### src/rtl/seven_segment_scan_decoder.sv
// seven_segment_scan_decoder
//   Monitors a multiplexed, active-low 7-segment bus and recovers the displayed hex word by
//   inverting the standard glyph table. Each digit is captured once its anode/segment pattern
//   has been stable for SETTLE_CYC synchronised samples. A frame is committed one cycle after
//   every digit has been captured at least once. Illegal glyphs decode to 0 and set err_mask.
//
// Parameters
//   NUM_DIGITS  number of multiplexed digits (1..8)
//   SETTLE_CYC  identical consecutive samples required before a capture (>= 1)
//   STALE_CYC   cycles without a committed frame before o_stale asserts
//
// Ports
//   i_clk          system clock, rising edge
//   i_rst_n        asynchronous active-low reset
//   i_seg_n        segments, active-low, [6]=g .. [0]=a
//   i_an_n         anode enables, active-low, bit i = digit i
//   o_value        last complete frame, digit i at [4i+3:4i]
//   o_frame_valid  one-cycle pulse when o_value / o_err_mask update
//   o_err_mask     bit i set = digit i glyph illegal in last frame
//   o_stale        no frame for STALE_CYC cycles
//
// Build option
//   SEG_STALE_EN   when defined, a saturating frame-age counter drives o_stale;
//                  otherwise o_stale is tied low and STALE_CYC has no effect.

module seven_segment_scan_decoder #(
  parameter int unsigned NUM_DIGITS = 4,
  parameter int unsigned SETTLE_CYC = 4,
  parameter int unsigned STALE_CYC  = 1_000_000
) (
  input  logic                    i_clk,
  input  logic                    i_rst_n,
  input  logic [6:0]              i_seg_n,
  input  logic [NUM_DIGITS-1:0]   i_an_n,
  output logic [4*NUM_DIGITS-1:0] o_value,
  output logic                    o_frame_valid,
  output logic [NUM_DIGITS-1:0]   o_err_mask,
  output logic                    o_stale
);

  localparam int unsigned CntW = $clog2(SETTLE_CYC + 1);
  localparam logic [CntW-1:0] CntOne = CntW'(1);
  localparam logic [CntW-1:0] CntMax = CntW'(SETTLE_CYC);

  localparam logic [1:0] StBlank  = 2'd0;
  localparam logic [1:0] StSettle = 2'd1;
  localparam logic [1:0] StHeld   = 2'd2;

  // Inverse glyph table: returns {illegal, nibble}.
  function automatic logic [4:0] decode_glyph(input logic [6:0] seg_n);
    logic [4:0] res;
    case (seg_n)
      7'b1000000: res = {1'b0, 4'h0};
      7'b1111001: res = {1'b0, 4'h1};
      7'b0100100: res = {1'b0, 4'h2};
      7'b0110000: res = {1'b0, 4'h3};
      7'b0011001: res = {1'b0, 4'h4};
      7'b0010010: res = {1'b0, 4'h5};
      7'b0000010: res = {1'b0, 4'h6};
      7'b1111000: res = {1'b0, 4'h7};
      7'b0000000: res = {1'b0, 4'h8};
      7'b0010000: res = {1'b0, 4'h9};
      7'b0001000: res = {1'b0, 4'hA};
      7'b0000011: res = {1'b0, 4'hB};
      7'b1000110: res = {1'b0, 4'hC};
      7'b0100001: res = {1'b0, 4'hD};
      7'b0000110: res = {1'b0, 4'hE};
      7'b0001110: res = {1'b0, 4'hF};
      default:    res = {1'b1, 4'h0};
    endcase
    return res;
  endfunction

  // Two-flop synchroniser plus a copy of the previous synchronised sample for change detect.
  // Idle value is all-ones (display dark) so reset never looks like a lit digit.
  logic [6:0]            r_seg_s1, r_seg_s2, r_seg_prev;
  logic [NUM_DIGITS-1:0] r_an_s1, r_an_s2, r_an_prev;

  always_ff @(posedge i_clk or negedge i_rst_n) begin
    if (!i_rst_n) begin
      r_seg_s1   <= '1;
      r_seg_s2   <= '1;
      r_seg_prev <= '1;
      r_an_s1    <= '1;
      r_an_s2    <= '1;
      r_an_prev  <= '1;
    end else begin
      r_seg_s1   <= i_seg_n;
      r_seg_s2   <= r_seg_s1;
      r_seg_prev <= r_seg_s2;
      r_an_s1    <= i_an_n;
      r_an_s2    <= r_an_s1;
      r_an_prev  <= r_an_s2;
    end
  end

  logic [NUM_DIGITS-1:0] w_sel;
  logic                  w_onehot;
  logic                  w_same;
  logic [4:0]            w_glyph;

  assign w_sel    = ~r_an_s2;
  assign w_onehot = ($countones(w_sel) == 1);
  assign w_same   = (r_seg_s2 == r_seg_prev) && (r_an_s2 == r_an_prev);
  assign w_glyph  = decode_glyph(r_seg_s2);

  // Settle FSM: r_cnt is the length of the current run of identical one-hot samples.
  logic [1:0]      r_state, w_state_d;
  logic [CntW-1:0] r_cnt, w_cnt_d;
  logic            w_capture;

  always_comb begin
    w_state_d = r_state;
    w_cnt_d   = r_cnt;
    w_capture = 1'b0;
    if (!w_onehot) begin
      w_state_d = StBlank;
      w_cnt_d   = '0;
    end else if (r_state == StBlank || !w_same) begin
      // First sample of a new run.
      w_cnt_d = CntOne;
      if (CntOne == CntMax) begin
        w_capture = 1'b1;
        w_state_d = StHeld;
      end else begin
        w_state_d = StSettle;
      end
    end else if (r_state == StSettle) begin
      w_cnt_d = r_cnt + CntOne;
      if (w_cnt_d == CntMax) begin
        w_capture = 1'b1;
        w_state_d = StHeld;
      end
    end
    // StHeld with an unchanged bus: nothing to do until the bus moves.
  end

  always_ff @(posedge i_clk or negedge i_rst_n) begin
    if (!i_rst_n) begin
      r_state <= StBlank;
      r_cnt   <= '0;
    end else begin
      r_state <= w_state_d;
      r_cnt   <= w_cnt_d;
    end
  end

  // Frame assembly.
  logic [4*NUM_DIGITS-1:0] r_shadow, r_value;
  logic [NUM_DIGITS-1:0]   r_shadow_err, r_err_mask, r_mask, w_mask_base;
  logic                    r_frame_valid;
  logic                    w_commit;

  assign w_commit = &r_mask;
  // A capture landing on the commit edge starts the next frame.
  assign w_mask_base = w_commit ? '0 : r_mask;

  always_ff @(posedge i_clk or negedge i_rst_n) begin
    if (!i_rst_n) begin
      r_shadow      <= '0;
      r_shadow_err  <= '0;
      r_mask        <= '0;
      r_value       <= '0;
      r_err_mask    <= '0;
      r_frame_valid <= 1'b0;
    end else begin
      r_frame_valid <= w_commit;
      if (w_commit) begin
        r_value    <= r_shadow;
        r_err_mask <= r_shadow_err;
      end
      r_mask <= w_mask_base | (w_capture ? w_sel : '0);
      for (int i = 0; i < NUM_DIGITS; i++) begin
        if (w_capture && w_sel[i]) begin
          r_shadow[4*i +: 4] <= w_glyph[3:0];
          r_shadow_err[i]    <= w_glyph[4];
        end
      end
    end
  end

  assign o_value       = r_value;
  assign o_err_mask    = r_err_mask;
  assign o_frame_valid = r_frame_valid;

`ifdef SEG_STALE_EN
  localparam int unsigned StaleW = $clog2(STALE_CYC + 1);
  localparam logic [StaleW-1:0] StaleMax = StaleW'(STALE_CYC);
  localparam logic [StaleW-1:0] StaleOne = StaleW'(1);

  // Frame age, cleared on commit, saturating at STALE_CYC.
  logic [StaleW-1:0] r_stale_cnt;

  always_ff @(posedge i_clk or negedge i_rst_n) begin
    if (!i_rst_n) begin
      r_stale_cnt <= '0;
    end else if (w_commit) begin
      r_stale_cnt <= '0;
    end else if (r_stale_cnt != StaleMax) begin
      r_stale_cnt <= r_stale_cnt + StaleOne;
    end
  end

  assign o_stale = (r_stale_cnt == StaleMax);
`else
  // Monitor compiled out; STALE_CYC only kept for a common parameter list.
  assign o_stale = 1'b0 & (STALE_CYC != 0);
`endif

endmodule
### config.mk
export PLATFORM = sky130hd
export DESIGN_NAME = seven_segment_scan_decoder
export DESIGN_NICKNAME = d
export VERILOG_FILES = /design/src/rtl/seven_segment_scan_decoder.sv
export SDC_FILE = /design/constraint.sdc
export NUM_CORES = 1
export LEC_CHECK = 0
export CAP_MARGIN = 20
export CORE_UTILIZATION = 50
export CTS_BUF_LIST = sky130_fd_sc_hd__clkbuf_8
export DETAILED_ROUTE_END_ITERATION = 10
export PLACE_DENSITY_LB_ADDON = 0.08
export SLEW_MARGIN = 40
export SYNTH_ARGS = -nofsm -noshare
export SYNTH_HDL_FRONTEND = slang
export SYNTH_SLANG_ARGS = --single-unit
### constraint.sdc
create_clock -name i_clk -period 2.9 [get_ports i_clk]
set_clock_uncertainty 0.05 [all_clocks]
set_input_delay 0.29 -clock i_clk [delete_from_list [all_inputs] [get_ports i_clk]]
set_output_delay 0.29 -clock i_clk [all_outputs]
set_load 0.02 [all_outputs]
==> out/qor.csv, run 1 <==
stage,metric,value,unit
status,status,completed,
timing,setup TNS after final layout,0,ns
synthesis,Mapped Area,3370,µm²
synthesis,"Avg Cell Area, Syn",12.4,µm²
setup_path,cell family with most CP delay,adder cells,
setup_path,Startpoint Class,flip-flop,
synthesis,cell taking the most area after synthesis,dfrtp_1,
timing,final hold vios,0,
synthesis,asr flop ratio synth,100,%
timing,setup violators final,0,
timing,period utilization,95.7,%
power,Pleak,0.00194,µW
worst_hold_path,Hold Path Sink,r_seg_s1[6],
timing,Tmin final,2.77,ns
setup_path,worst path bufs/invs,1,
worst_hold_path,Tightest Hold Check Type,primary input to flip-flop,
floorplan,Initial Utilization,52.5,%
global_routing,GRT Util Overall,19.3,%
detailed_routing,Vias,2063,
power,total power per unit cell area,559,nW/µm²
worst_hold_path,Hold Path Depth,1,
synthesis,Synth Net Count,290,
final_layout,Fillers,519,
setup_path,worst r2r src,r_an_s2[1],
global_routing,vias in the first global route,2134,
detailed_routing,DRC,0,
setup_path,Register-to-Register Path Depth,8,
floorplan,Die Footprint,7080,µm²
setup_path,Setup CP Type,flip-flop to flip-flop,
final_layout,Syn-to-layout area delta,20.0,%
timing,hold_ws,0.292,ns
clocking,Num CTS Buffers,9,
detailed_routing,Vias/cell,5.21,
synthesis,synthesized flop and latch total,83,
power,Power Total,2260,µW
synthesis,Commonest cells post-synth,"64 x nand2_1, 50 x dfrtp_1, 33 x dfstp_2, 20 x mux2_2, 13 x xor2_1",
floorplan,Die Y,84.1,µm
floorplan,core region area,6420,µm²
setup_path,worst reg2reg setup slack,0.13,ns
clocking,clock sink total,83,
global_routing,GRT overflow,0,
setup_path,Critical Path Slowest Stage Cell,dfstp_2,
clocking,clk_lat worst skew,0.34,ns
final_layout,area occupied by multi-input gates,1180,µm²
detailed_routing,drt initial violations,82,
floorplan,Cell Rows,29,
final_layout,share of cells above drive strength 1,28.2,%
global_routing,largest net degree at the start of global routing,84,
final_layout,Nets,332,
setup_path,crit path from,r_an_s2[1],
setup_path,crit end category,flip-flop,
clocking,Clock Path Buffers,2,
setup_path,Crit path largest cell delay,0.58,ns
place,# port buffers,33,
detailed_routing,First-pass DRT Iterations,4,
final_layout,n_diodes,0,
floorplan,# IOs,35,
timing,Max Freq,360,MHz
detailed_routing,Total Routed Length,5950,µm
timing,Final Max Slew Viols,0,
synthesis,synth unique cells,48,
place,DP HPWL,3750,µm
synthesis,synth top area cells,"dfrtp_1 37%, dfstp_2 26%, nand2_1 7.1%, mux2_2 6.7%, xor2_1 3.4%",
synthesis,sequential fraction of the synthesis area,62.8,%
place,GPL Wtd Cong,0.746,
synthesis,Syn. warnings,0,
run,total of max-cap violations,0,
clocking,Root Buffer,clkbuf_8,
place,Placement Setup Slack,0.0172,ns
clocking,H-tree Lvls,3,
synthesis,top-count cell post-synth,nand2_1,
global_routing,initial antenna violation count,0,
detailed_routing,mean routed wirelength per cell,15.0,µm
synthesis,Post-synth EDFFs,0,
timing,Least-Margin Pin Slew,0.730,ns
worst_hold_path,origin of the worst min-delay path,i_seg_n[6],
synthesis,Mapped Cells,272,
power,VDD IR max,0.303,mV
synthesis,Synth top area share,37.1,%
setup_path,critical path required time,3.08,ns
setup_path,"most used cell, CP",ha_1,
setup_path,CP arrival,2.95,ns
timing,normalized max-slew margin,51.3,%
setup_path,R2R Path End,r_shadow[6],
global_routing,global-route wire length before repair,10400,µm
synthesis,top_reg_cell synth,dfrtp_1,
timing,RSZ-0062 raised after global routing,no,
floorplan,Die Wd,84.1,µm
setup_path,cell chain of the critical path,fa_1 > inv_1 > ha_1 > ha_1 > nor2_4 > nand4_4 > nor3_4 > mux2_2,
setup_path,CP Max Fanout,6,
detailed_routing,post-route ant nets,0,
timing,final setup margin,0.126,ns
clocking,CTS tree,yes,
final_layout,register area,2120,µm²
clocking,clk slew on worst S/H paths,0.08,ns
==> layout by cell type, fill, tap and decap left out, drive strengths merged, types with 7 or more instances in the layout <==
cell type	count
dfstp	33
buf	10
clkbuf	10
nor3	9
xor2	13
inv	7
clkdlybuf4s50	32
dfrtp	50
nor2	8
nand2	64
mux2	21
==> power by group <==
group	switching [µW]	leakage, µW	total (µW)	internal [µW]
Combinational	75.3	0.000782	130	54.8
Clock	394	0.000111	895	501
Sequential	32.4	0.00104	1240	1200
==> per-layer routing <==
metal	wire length (µm)	global-route usage [%]
met2	2780	29.8
met1	2900	26.5
met4	68	7.84
met5	0	0
met3	198	4.72
==> registers in the layout (all words and copies together), names as in the netlist, 3 cells and up <==
name / flops
r_seg_prev: 7
r_shadow: 16
r_an_s1: 4
o_err_mask: 4
r_shadow_err: 4
r_an_prev: 4
o_value: 16
r_cnt: 3
r_seg_s1: 7
r_an_s2: 4
r_mask: 4
r_seg_s2: 7
==> cell type report <==
class	instances	share of cell area, %
flip-flops and latches	83	52.3
multi-input cells	171	29.3
repair buffers	43	10.1
clock buffers	10	3.40
well taps	77	2.38
clock inverters	6	1.98
inverters	6	0.556
==> per-stage QoR <==
stage	utilization (%)	area, µm²	instances
after global placement	58.6	3760	374
after global routing	63.0	4050	396
after detailed placement	58.7	3770	374
after floorplan	-	3370	272
final	63.0	4050	396
after CTS	62.7	4030	394
==> kinds of logic (layout without fill, tap and decap cells) <==
group / Yosys count / in the layout / synth area share [%]
other: 1 / 1 / 0.111
and+or+nand+nor: 107 / 107 / 17.0
DFF: 83 / 83 / 62.8
AOI/OAI and AO/OA: 23 / 23 / 4.82
adders and majority gates: 5 / 5 / 2.08
xor gates and xnor gates: 13 / 13 / 3.38
buffers and inverters: 18 / 65 / 2.56
muxes: 22 / 22 / 7.31
==> worst reg2reg max path, cell delays in order (launching register included) <==
cell	delay, ns
dfstp_2	0.58
fa_1	0.44
inv_1	0.08
ha_1	0.15
ha_1	0.25
nor2_4	0.14
nand4_4	0.19
nor3_4	0.40
mux2_2	0.38
==> worst max path at each step <==
stage / slack [ns] / cells past startpoint / end
2_1_floorplan: 0.23 / 8 / r_shadow[4]
3_3_place_gp: 0.08 / 8 / r_shadow[1]
3_5_place_dp: 0.02 / 8 / r_shadow[0]
4_1_cts: 0.01 / 8 / r_shadow[6]
5_1_grt: 0.01 / 8 / r_shadow[4]
6_report: 0.13 / 8 / r_shadow[6]
==> timing repair <==
action                     in CTS  in global routing
pin swaps                       2                  2
gates resized for setup         1                  2
hold buffers                    1                  0
setup buffers                   3                  2
setup endpoints to repair      18                 20
hold endpoints to repair       50                  0
No activity file was read; power rests on OpenSTA's default activity.
==> inputs of run 2 (changes only) <==
==> constraint.sdc (replaced) <==
create_clock -name i_clk -period 3.4 [get_ports i_clk]
set_clock_uncertainty 0.05 [all_clocks]
set_input_delay 0.34 -clock i_clk [delete_from_list [all_inputs] [get_ports i_clk]]
set_output_delay 0.34 -clock i_clk [all_outputs]
set_load 0.02 [all_outputs]
==> run 2 against run 1 <==
Net effect:
- register-to-register slack improved by 0.36 ns
- sequential power decreased by 15%
- maximum frequency decreased by 4.7%
- cell area down 2.0%
- count of clock-buffer cells in the layout rose by 2
- critical path depth unchanged
- cell count shrank 1.8%
- global-route usage is 1.6 points lower
- die area is the same
- combinational power decreased by 24%
- via count fell by 0.44%
- worst hold slack improved by 0.011 ns
- largest power group unchanged
- highest routed layer unchanged
==> out/qor.csv, run 2 (synthesized netlist as in run 1, its figures left out) <==
stage,metric,value,unit,change
global_routing,vias in the first global route,1912,,-10%
final_layout,design area,3970,µm²,-2.0%
clocking,Num CTS Buffers,9,,unchanged
setup_path,crit end category,flip-flop,,
worst_hold_path,Tightest Hold Check Type,flip-flop to flip-flop,,
final_layout,"Core Util, Final",61.8,%,-1.2 points
timing,normalized max-slew margin,52.2,%,+0.84 points
place,Placement Setup Slack,0.505,ns,+0.488 ns
global_routing,initial antenna violation count,0,,unchanged
final_layout,"commonest non-fill, non-tap cell in the layout",nand2_1,,
clocking,clock sink total,83,,unchanged
status,status,completed,,
clocking,setup bufs post-CTS,0,,-3
setup_path,CP Max Fanout,6,,unchanged
clocking,H-tree Lvls,3,,unchanged
final_layout,share of cells above drive strength 1,26.0,%,-2.3 points
final_layout,Nets,325,,-2.1%
timing,final setup margin,0.488,ns,+0.362 ns
global_routing,GRT overflow,0,,unchanged
setup_path,CP arrival,3.09,ns,+0.14 ns
timing,Final Max Slew Viols,0,,unchanged
timing,setup violators final,0,,unchanged
floorplan,Die Wd,84.1,µm,unchanged
setup_path,Setup CP Type,flip-flop to flip-flop,,
floorplan,Die Y,84.1,µm,unchanged
setup_path,Critical Path Slowest Stage Cell,dfstp_2,,
setup_path,Crit path largest cell delay,0.60,ns,+0.02 ns
clocking,CTS Hold Bufs,1,,unchanged
setup_path,critical path required time,3.58,ns,+0.50 ns
final_layout,Syn-to-layout area delta,17.7,%,
timing,period utilization,85.6,%,-10 points
timing,RSZ-0062 raised after global routing,no,,
global_routing,GRT Util Overall,17.8,%,-1.6 points
run,total of max-cap violations,0,,unchanged
floorplan,Cell Rows,29,,unchanged
setup_path,Startpoint Class,flip-flop,,
floorplan,Initial Utilization,52.5,%,unchanged
place,# port buffers,33,,unchanged
final_layout,Fillers,517,,-0.39%
place,GPL Wtd Cong,0.718,,-3.7%
detailed_routing,Total Routed Length,5670,µm,-4.8%
timing,Least-Margin Pin Slew,0.717,ns,-0.0127 ns
place,DP Area,3750,µm²,-0.40%
timing,Max Freq,343,MHz,-4.7%
clocking,Resize count post-CTS,0,,-1
setup_path,"most used cell, CP",ha_1,,
timing,final hold vios,0,,unchanged
power,VDD IR max,0.243,mV,-20%
floorplan,# IOs,35,,unchanged
global_routing,largest net degree at the start of global routing,84,,unchanged
detailed_routing,Vias/cell,5.28,,+1.4%
final_layout,"commonest non-fill, non-tap cells in the layout","64 x nand2_1, 50 x dfrtp_1, 33 x dfstp_2, 32 x clkdlybuf4s50_1, 20 x mux2_2",,
power,Pleak,0.00190,µW,-1.7%
clocking,clk slew on worst S/H paths,0.08,ns,about the same
detailed_routing,mean routed wirelength per cell,14.6,µm,-3.0%
floorplan,Die Footprint,7080,µm²,unchanged
setup_path,cell chain of the critical path,fa_1 > inv_1 > ha_1 > ha_1 > nor2_1 > nand4_2 > nor3_4 > mux2_2,,
detailed_routing,drt initial violations,101,,+23%
clocking,Root Buffer,clkbuf_8,,
place,DP HPWL,3490,µm,-6.7%
final_layout,n_diodes,0,,unchanged
clocking,Clock Path Buffers,2,,unchanged
timing,Tmin final,2.91,ns,+0.138 ns
power,total power per unit cell area,471,nW/µm²,-16%
detailed_routing,post-route ant nets,0,,unchanged
clocking,clk_lat worst skew,0.34,ns,about the same
detailed_routing,DRC,0,,unchanged
clocking,CTS tree,yes,,
global_routing,global-route wire length before repair,9540,µm,-8.4%
power,Power Total,1870,µW,-17%
detailed_routing,First-pass DRT Iterations,6,,+2
timing,setup TNS after final layout,0,ns,unchanged
floorplan,core region area,6420,µm²,unchanged
detailed_routing,Vias,2054,,-0.44%
run 2: cell types whose count changed in the layout (fill, tap and decap cells not counted):
cell,before,now
buf_4,9,2
bufinv_16,2,1
clkbuf_8,10,12
clkinv_1,1,0
clkinv_2,1,0
clkinvlp_4,1,0
inv_1,7,9
nand4_2,0,1
nand4_4,1,0
nor2_1,7,8
nor2_4,1,0
run 2: path summary, 6_finish.rpt:
kind,slack (ns),startpoint,endpoint,depth (start not counted)
worst max-delay path,0.49,r_an_s2[1],r_shadow_err[1],8
worst min-delay path,0.30,r_an_s1[0],r_an_s2[0],0
worst max register to register,0.49,r_an_s2[1],r_shadow_err[1],8
worst min register to register,0.30,r_an_s1[0],r_an_s2[0],0
max in group asynchronous,2.27,i_rst_n,o_value[2],2
min in group asynchronous,0.54,i_rst_n,r_cnt[1],2
run 2: critical path, delay by kind of cell (launching register included):
kind	cells	cell delay (ns)
simple gates	3	0.89
fa+ha+maj	3	0.79
flops	1	0.60
mux	1	0.38
buf+inv	1	0.07
run 2: metal layers:
layer / track usage, % / vias to the layer above / wire [µm] / part of all wire, %
li1: - / 976 / - / -
met1: 25.3 / 1020 / 2790 / 49
met2: 25.6 / 49 / 2520 / 44
met3: 3.93 / 9 / 254 / 4.5
met4: 9.40 / 0 / 107 / 1.9
met5: 0 / - / 0 / 0
run 2: cell type report:
type | instances | area (µm²) | share of cell area (%)
Sequential cell | 83 | 2120 | 53.4
Multi-Input combinational cell | 171 | 1170 | 29.4
Timing Repair Buffer | 36 | 357 | 8.98
Inverter | 6 | 22.5 | 0.567
Clock buffer | 12 | 165 | 4.16
Clock inverter | 4 | 41.3 | 1.04
Tap cell | 77 | 96.3 | 2.43
run 2: metrics by stage:
step | std cells | hold slack (ns)
2_1_floorplan | 272 | -0.00559
3_3_place_gp | 372 | 0.295
5_1_grt | 389 | 0.311
3_5_place_dp | 372 | 0.297
4_1_cts | 389 | 0.306
6_report | 389 | 0.303
run 2: report_power, final:
group | total, µW | leakage, µW | internal (µW) | switching [µW]
clock network | 715 | 0.000116 | 392 | 322
registers | 1060 | 0.00104 | 1030 | 29.5
logic | 98.4 | 0.000744 | 41.7 | 56.8
total | 1870 | 0.00190 | 1460 | 409
